[src/rtl/sensor_pkg.sv]
// Shared types and default timing constants for the humidity sensor filter.
package sensor_pkg;

  localparam int unsigned STABLE_CYCLES_DEF = 4;
  localparam int unsigned ALARM_CYCLES_DEF  = 8;

  typedef enum logic [1:0] {
    IDLE  = 2'b00,
    WATCH = 2'b01,
    ALARM = 2'b10,
    MUTED = 2'b11
  } alarm_state_t;

endpackage

[src/rtl/sensor_filter_if.sv]
// Sensor/alarm bus between the environment (master) and the filter (slave).
interface sensor_filter_if;

  logic [1:0] sensor_raw;
  logic       alarm_ack;
  logic [1:0] sensores;
  logic       changed;
  logic       alarm;
  logic [1:0] state;

  modport master (
    output sensor_raw,
    output alarm_ack,
    input  sensores,
    input  changed,
    input  alarm,
    input  state
  );

  modport slave (
    input  sensor_raw,
    input  alarm_ack,
    output sensores,
    output changed,
    output alarm,
    output state
  );

endinterface

[src/rtl/sensor_filter_debounce2.sv]
// Two-flop synchronizer followed by a saturating stability counter; a candidate
// value is accepted once it has been seen on STABLE_CYCLES consecutive edges.
module debounce2 #(
  parameter int unsigned STABLE_CYCLES = 4
) (
  input  logic       clk,
  input  logic       reset,
  input  logic [1:0] raw,
  output logic [1:0] value,
  output logic       changed
);

  localparam int unsigned CW = $clog2(STABLE_CYCLES + 1);
  localparam logic [CW-1:0] CNT_MAX = CW'(STABLE_CYCLES);

  logic [1:0]    sync1;
  logic [1:0]    sync2;
  logic [1:0]    cand;
  logic [CW-1:0] cnt;

  always_ff @(posedge clk) begin
    if (reset) begin
      sync1   <= 2'b00;
      sync2   <= 2'b00;
      cand    <= 2'b00;
      cnt     <= '0;
      value   <= 2'b00;
      changed <= 1'b0;
    end else begin
      sync1   <= raw;
      sync2   <= sync1;
      changed <= 1'b0;
      if (sync2 != cand) begin
        // New synchronized value: this edge is the first one it has been seen.
        cand <= sync2;
        cnt  <= CW'(1);
      end else if (cnt != CNT_MAX) begin
        cnt <= cnt + CW'(1);
        if ((cnt == CNT_MAX - CW'(1)) && (cand != value)) begin
          value   <= cand;
          changed <= 1'b1;
        end
      end
    end
  end

endmodule

[src/rtl/sensor_filter.sv]
// Debounced two-area humidity sensor with a persistence alarm and operator mute.
module sensor_filter
  import sensor_pkg::*;
#(
  parameter int unsigned STABLE_CYCLES = STABLE_CYCLES_DEF,
  parameter int unsigned ALARM_CYCLES  = ALARM_CYCLES_DEF
) (
  input  logic           clk_2,
  input  logic           reset,
  sensor_filter_if.slave bus
);

  localparam int unsigned AW = $clog2(ALARM_CYCLES + 1);
  localparam logic [AW-1:0] ACNT_MAX = AW'(ALARM_CYCLES);

  logic [1:0]    value;
  logic          value_changed;
  alarm_state_t  st;
  logic [AW-1:0] acnt;
  logic          alarm_q;

  debounce2 #(
    .STABLE_CYCLES (STABLE_CYCLES)
  ) u_debounce (
    .clk     (clk_2),
    .reset   (reset),
    .raw     (bus.sensor_raw),
    .value   (value),
    .changed (value_changed)
  );

  // Alarm FSM; sensores == 00 always wins over alarm_ack.
  always_ff @(posedge clk_2) begin
    if (reset) begin
      st      <= IDLE;
      acnt    <= '0;
      alarm_q <= 1'b0;
    end else begin
      case (st)
        IDLE: begin
          if (value != 2'b00) begin
            st   <= WATCH;
            acnt <= '0;
          end
          alarm_q <= 1'b0;
        end
        WATCH: begin
          if (value == 2'b00) begin
            st      <= IDLE;
            alarm_q <= 1'b0;
          end else if (acnt == ACNT_MAX - AW'(1)) begin
            st      <= ALARM;
            acnt    <= ACNT_MAX;
            alarm_q <= 1'b1;
          end else begin
            acnt    <= acnt + AW'(1);
            alarm_q <= 1'b0;
          end
        end
        ALARM: begin
          if (value == 2'b00) begin
            st      <= IDLE;
            alarm_q <= 1'b0;
          end else if (bus.alarm_ack) begin
            st      <= MUTED;
            alarm_q <= 1'b0;
          end else begin
            alarm_q <= 1'b1;
          end
        end
        MUTED: begin
          if (value == 2'b00) begin
            st <= IDLE;
          end
          alarm_q <= 1'b0;
        end
        default: begin
          st      <= IDLE;
          alarm_q <= 1'b0;
        end
      endcase
    end
  end

  assign bus.sensores = value;
  assign bus.changed  = value_changed;
  assign bus.alarm    = alarm_q;
  assign bus.state    = st;

endmodule

[src/flat_wrapper.sv]
// flat-port wrapper written by rule: the top's interface ports become plain ports
module sensor_filter_flat import sensor_pkg::*;
#(
  parameter int unsigned STABLE_CYCLES = STABLE_CYCLES_DEF,
  parameter int unsigned ALARM_CYCLES  = ALARM_CYCLES_DEF
)
  (clk_2, reset, bus_sensor_raw, bus_alarm_ack, bus_sensores, bus_changed, bus_alarm, bus_state);
  sensor_filter_if bus_i ();
  input  logic clk_2;
  input  logic reset;
  input wire logic [$bits(bus_i.sensor_raw)-1:0] bus_sensor_raw;
  input wire logic [$bits(bus_i.alarm_ack)-1:0] bus_alarm_ack;
  output wire logic [$bits(bus_i.sensores)-1:0] bus_sensores;
  output wire logic [$bits(bus_i.changed)-1:0] bus_changed;
  output wire logic [$bits(bus_i.alarm)-1:0] bus_alarm;
  output wire logic [$bits(bus_i.state)-1:0] bus_state;
  assign bus_i.sensor_raw = bus_sensor_raw;
  assign bus_i.alarm_ack = bus_alarm_ack;
  assign bus_sensores = bus_i.sensores;
  assign bus_changed = bus_i.changed;
  assign bus_alarm = bus_i.alarm;
  assign bus_state = bus_i.state;
  sensor_filter #(.STABLE_CYCLES(STABLE_CYCLES), .ALARM_CYCLES(ALARM_CYCLES)) u_core (.clk_2(clk_2), .reset(reset), .bus(bus_i));
endmodule
[config.mk]
export PLATFORM = sky130hd
export DESIGN_NAME = sensor_filter_flat
export DESIGN_NICKNAME = d
export VERILOG_FILES = /design/src/rtl/sensor_pkg.sv /design/src/rtl/sensor_filter_if.sv /design/src/rtl/sensor_filter_debounce2.sv /design/src/rtl/sensor_filter.sv /design/src/flat_wrapper.sv
export SDC_FILE = /design/constraint.sdc
export NUM_CORES = 1
export LEC_CHECK = 0
export ABC_AREA = 1
export BUFFER_PORTS_ARGS = -buffer_cell sky130_fd_sc_hd__buf_2
export CAP_MARGIN = 20
export CORE_ASPECT_RATIO = 0.9
export CORE_MARGIN = 2
export CORE_UTILIZATION = 45
export DETAILED_ROUTE_END_ITERATION = 8
export REMOVE_ABC_BUFFERS = 1
export SLEW_MARGIN = 20
export SYNTH_ARGS = -nofsm -noshare
export SYNTH_HDL_FRONTEND = slang
export SYNTH_HIERARCHICAL = 1
export SYNTH_SLANG_ARGS = --single-unit
[constraint.sdc]
create_clock -name clk_2 -period 2.4 [get_ports clk_2]
set_input_delay 0.48 -clock clk_2 [delete_from_list [all_inputs] [get_ports clk_2]]
set_output_delay 0.48 -clock clk_2 [all_outputs]
set_load 0.02 [all_outputs]
-- After elaboration in Yosys (flattened, before gate mapping)
Index checks and enable logic that the tools add are counted.
Widths: inputs -> output; s select.
- add/sub/neg operators: 2
- equal/unequal tests: 13
- muxes and demuxes: 19
- bitwise gates (word level): 2
- reductions and logical operators: 12
- operators by type and width (operator ; count):
    $mux 2 ; 6
    $mux 4 ; 3
    $pmux 2 s4 ; 1
    $pmux 4 s2 ; 1
    $mux 1 ; 7
    $reduce_and 3->1 ; 2
    $reduce_bool 2->1 ; 3
    $add 4x1->4 const B ; 1
    $eq 2x2->1 const B ; 2
    $eq 4x3->1 const B ; 1
    $logic_not 2->1 ; 2
    $ne 2x1->1 const B ; 2
    $ne 2x2->1 ; 2
    $reduce_and 4->1 ; 1
    $reduce_or 2->1 ; 2
    $add 3x1->3 const B ; 1
    $eq 3x2->1 const B ; 1
    $ne 3x1->1 const B ; 1
    $ne 3x2->1 const B ; 1
    $ne 3x3->1 const B ; 1
    $pmux 1 s3 ; 1
    $reduce_or 3->1 ; 1
    $eq 2x1->1 const B ; 1
    $ne 2x2->1 const B ; 1
    2 further kinds ; 3
- flip-flop bits (word level): 19
- bits of input ports: 5
- output and inout bits: 6
- logic and storage cells: 58

-- Depth between registers and ports, before layout
- depth after elaboration: 4
- depth in mapped cells: 9
- gate-level depth less buffers: 9

-- Cells and area by module
The synthesis kept the hierarchy.
- by module, submodules not included (module ; instances ; cells each ; area each (sq um) ; seq. area each (sq um)):
    debounce2 ; 1 ; 74 ; 530.5 ; 240.2
    sensor_filter ; 1 ; 58 ; 392.9 ; 140.1

-- Worst setup path before layout
OpenSTA, ideal clock, no wires.
- kind: flip-flop to flip-flop
- from: register u_core.u_debounce.cnt[0]
- to: register u_core.u_debounce.value[1]
- setup time: 0.064 ns
- arrival time: 1.117 ns
- required time: 2.336 ns
- path slack: 1.219 ns
- stages on the path, launching flop included: 10
- path buffers: 0
- period minus slack after synthesis: 1.181 ns
- cells stage by stage: dfxtp_1 inv_1 ha_1 nand2_1 inv_1 nor2_2 nand3_2 nand2_1 inv_1 nor2_1
- cells in the longest elaborated chain, start to end: 3
- elaborated cells on any way between the ends: 4
- those cells by class: 2 x eq/ne; 2 x reduce/logical
- ends and longest elaborated chain (item ; RTL line ; text):
    start, declared ; sensor_filter_debounce2.sv:19 ; logic [CW-1:0] cnt;
    start signal, assigned ; sensor_filter_debounce2.sv:38 ; cnt <= cnt + CW'(1);
    $eq 3x2->1 ; sensor_filter_debounce2.sv:39 ; if ((cnt == CNT_MAX - CW'(1)) && (cand != value)) begin
    $logic_and 1x1->1 ; sensor_filter_debounce2.sv:39 ;
    $reduce_and 3->1 (no line) * ; -- ;
    end signal, assigned ; sensor_filter_debounce2.sv:40 ; value <= cand;
    end, declared ; sensor_filter_debounce2.sv:9 ; output logic [1:0] value,
Mark *: on every way between the ends. The rest lies on a longest branch, timed or not.
A chain may end at the register's enable or synchronous reset.

-- Worst setup path after layout
- from: register u_core.st[1] (netlist: u_core/bus.state[1])
- to: output bus_state[1]
- RTL lines (item ; RTL line ; text):
    start, declared ; sensor_filter.sv:18 ; alarm_state_t st;
    start signal, assigned ; sensor_filter.sv:35 ; st <= IDLE;
    start signal, assigned ; sensor_filter.sv:42 ; st <= WATCH;
    start signal, assigned ; sensor_filter.sv:49 ; st <= IDLE;
    end, declared ; flat_wrapper.sv:16 ; output wire logic [$bits(bus_i.state)-1:0] bus_state;
No word-level cell between the ends.

==> impl_metrics.yaml <==
clock_tree:
  worstSkewPairLatency_ns: 0.30
  cts_resized: 0
  clk_pin_slew_ns: 0.10
  h-tree-depth: 1
  cts_hold_buf: 0
  cts_max_path_buffers: 2
  cts_tree: "built"
  cts_inserted_buffers: 3
  clock-root-buffer: "clkbuf_4"
  clkSinkCount: 19
  postCtsSetupRepairBufs: 0
setup_path:
  critPathKind: "reg -> out"
  reg2reg_slack_ns: 1.07
  slowest_stage: "dfxtp_1"
  crit_fanout: 5
  r2r_start: "u_core/u_debounce/cnt[0]$_SDFFE_PP0P_"
  cpPeakStageDelay_ns: 0.45
  ff2ff_path_depth: 9
  arrival_ns: 0.95
  r2r_end: "u_core/u_debounce/value[1]$_SDFFE_PP0P_"
  crit_path_end: "bus_state[1]"
  required_ns: 1.92
  crit_family: "flip-flops"
  critPathBufInv: 1
  startpoint: "u_core/bus.state[1]$_SDFFE_PP0P_"
  start_kind: "flip-flop"
  cp.depth: 1
  path_cells: "buf_2"
  worst_setup_path_end_kind: "primary output"
place:
  portBuffers: 10
  preCtsSetupSlack_ns: 1.08
  routabilityCongestion: 0.825
  dpl.hpwl_mm: 1.14
  dp.cells: 166
routing:
  drc_errors: 0
  vias: 769
  avgViaCountPerCell: 4.52
  routed_wl_mm: 1.55
  ant_nets: 0
  dr.pass1.iters: 4
  post_drt_wl_per_cell_um: 9.10
  drt_iter0_markers: 12
sta:
  setup_tns_ns: 0
  slew_headroom_pct: 75.7
  hold_slack_ns: 0.382
  max_slew.worst_pin.slew_ns: 0.363
  skew_ns: 0.00558
  clock.fmax_ghz: 0.698
  slew_viol_final: 0
  layout_setup_ws_ns: 0.967
  final.period_utilization_pct: 59.7
  fin_crit_ns: 1.43
  grt_setup_unrepaired: "no"
  setup_violations: 0
  hold_viol: 0
die:
  coreArea_um2: 1930
  fp.dieArea_um2: 2430
  start_util_pct: 47.8
  die_y_um: 47.0
  die_w_um: 51.8
  num_rows: 15
  io_pins: 11
pwr:
  leakage_nw: 0.497
  power.density_nw_per_um2: 640
  max-vdd-ir-drop_uv: 289
synthesis:
  syn_inst: 132
  ys_seq_area_share_pct: 41.2
  syn_avg_cell_area_um2: 7.00
  synth_cell_types: 18
  ys_warn_count: 6
  ys_ff_latch: 19
  synth.cell_area_um2: 923
finish:
  final_common_cell: "nand2_1"
  final_nets: 155
  drive_gt1_share_pct: 20.7
  antenna_cells: 0
  nFillCells: 199
  area_growth_pct: 11.2
  final_cell_mix: "32 x nand2_1, 22 x inv_1, 19 x dfxtp_1"
  final-instance-count-excl-fill: 170
global_routing:
  grt_pass1_wl_mm: 2.63
  grtUsageMet2_pct: 22.6
  overflow: 0
  grt_usage_pct: 15.5
  grt_pass1_vias: 625
  use_met1_pct: 19.7
  grt_antenna_before_repair: 0
  top_usage_layer: "met2"
  met3_usage_pct: 6.69
  grt_max_degree: 15
run_status:
  status: "completed"
flow_run:
  max_cap_viol_count: 0
worst_hold_path:
  hp-class: "in -> reg"
[metal layers]
metal	share of wire [%]	vias up	routed length [um]
met3	4.8	4	74
met4	2.0	0	31
met1	54	325	831
met2	39	14	609
met5	0	-	0
li1	-	426	-
[sequential cells by signal (all words and copies together) (netlist names)]
name and count:
u_core/u_debounce/changed 1, u_core/u_debounce/value 2, u_core/u_debounce/cand 2, u_core/acnt 4, u_core/u_debounce/sync1 2, u_core/u_debounce/cnt 3, u_core/bus.state 2, u_core/bus.alarm 1
u_core/u_debounce/sync2 2
[kinds of logic after synthesis]
group           Yosys count  synth area share, %
flops                    19                 41.2
compound gates           13                 7.45
simple gates             69                 35.0
buf+inv                  27                 11.0
fa+ha+maj                 4                 5.42
[layout make-up]
type	instances	area, um^2	share of cell area [%]
Multi-Input combinational cell	86	442	43.0
Sequential cell	19	380	37.0
Inverter	26	97.6	9.50
Timing Repair Buffer	10	50.0	4.87
Tap cell	25	31.3	3.05
Clock buffer	4	26.3	2.56
[how the worst min path moves through the flow]
stage	start	endpoint	slack, ns	cells after the start
after global placement	u_core/u_debounce/sync1[1]$_SDFF_PP0_	u_core/u_debounce/sync2[1]$_SDFF_PP0_	0.39	2
after detailed placement	u_core/u_debounce/sync1[1]$_SDFF_PP0_	u_core/u_debounce/sync2[1]$_SDFF_PP0_	0.40	2
after CTS	bus_sensor_raw[0]	u_core/u_debounce/sync1[0]$_SDFF_PP0_	0.36	3
after floorplan	u_core/u_debounce/sync1[0]$_SDFF_PP0_	u_core/u_debounce/sync2[0]$_SDFF_PP0_	0.39	2
final	bus_sensor_raw[0]	u_core/u_debounce/sync1[0]$_SDFF_PP0_	0.38	3
after global routing	bus_sensor_raw[0]	u_core/u_debounce/sync1[0]$_SDFF_PP0_	0.37	3
[report_power, final]
group | switching, W | internal, W
logic | 0.0000934 | 0.0000521
registers | 0.0000182 | 0.000336
clock network | 0.0000937 | 0.0000648
total | 0.000205 | 0.000453
[synthesized netlist by cell type]
library cell	instances	area (um^2)
nand2_1	32	120
inv_1	22	82.6
dfxtp_1	19	380
nor2_1	16	60.1
a21oi_1	8	40.0
nand2_2	6	37.5
nand3_1	5	25.0
ha_1	4	50.1
inv_2	4	15.0
nand4_1	3	18.8
nor2_2	3	18.8
o21ai_0	3	15.0
nor2_4	2	22.5
a22oi_1	1	7.51
a31oi_1	1	6.26
clkbuf_1	1	3.75
nand3_2	1	10.0
nor3_2	1	10.0
[per-stage QoR]
| stage | instance area (um^2) | power [W] | util (%) |
|---|---|---|---|
| final | 1030 | 0.000658 | 53.1 |
| after global routing | 1030 | 0.000709 | 53.1 |
| after CTS | 1030 | 0.000669 | 53.1 |
| after detailed placement | 1000 | 0.000507 | 51.8 |
| after global placement | 1000 | 0.000504 | 51.8 |
| after floorplan | 920 | 0.000472 | - |
(Power assumes the default switching activity.)
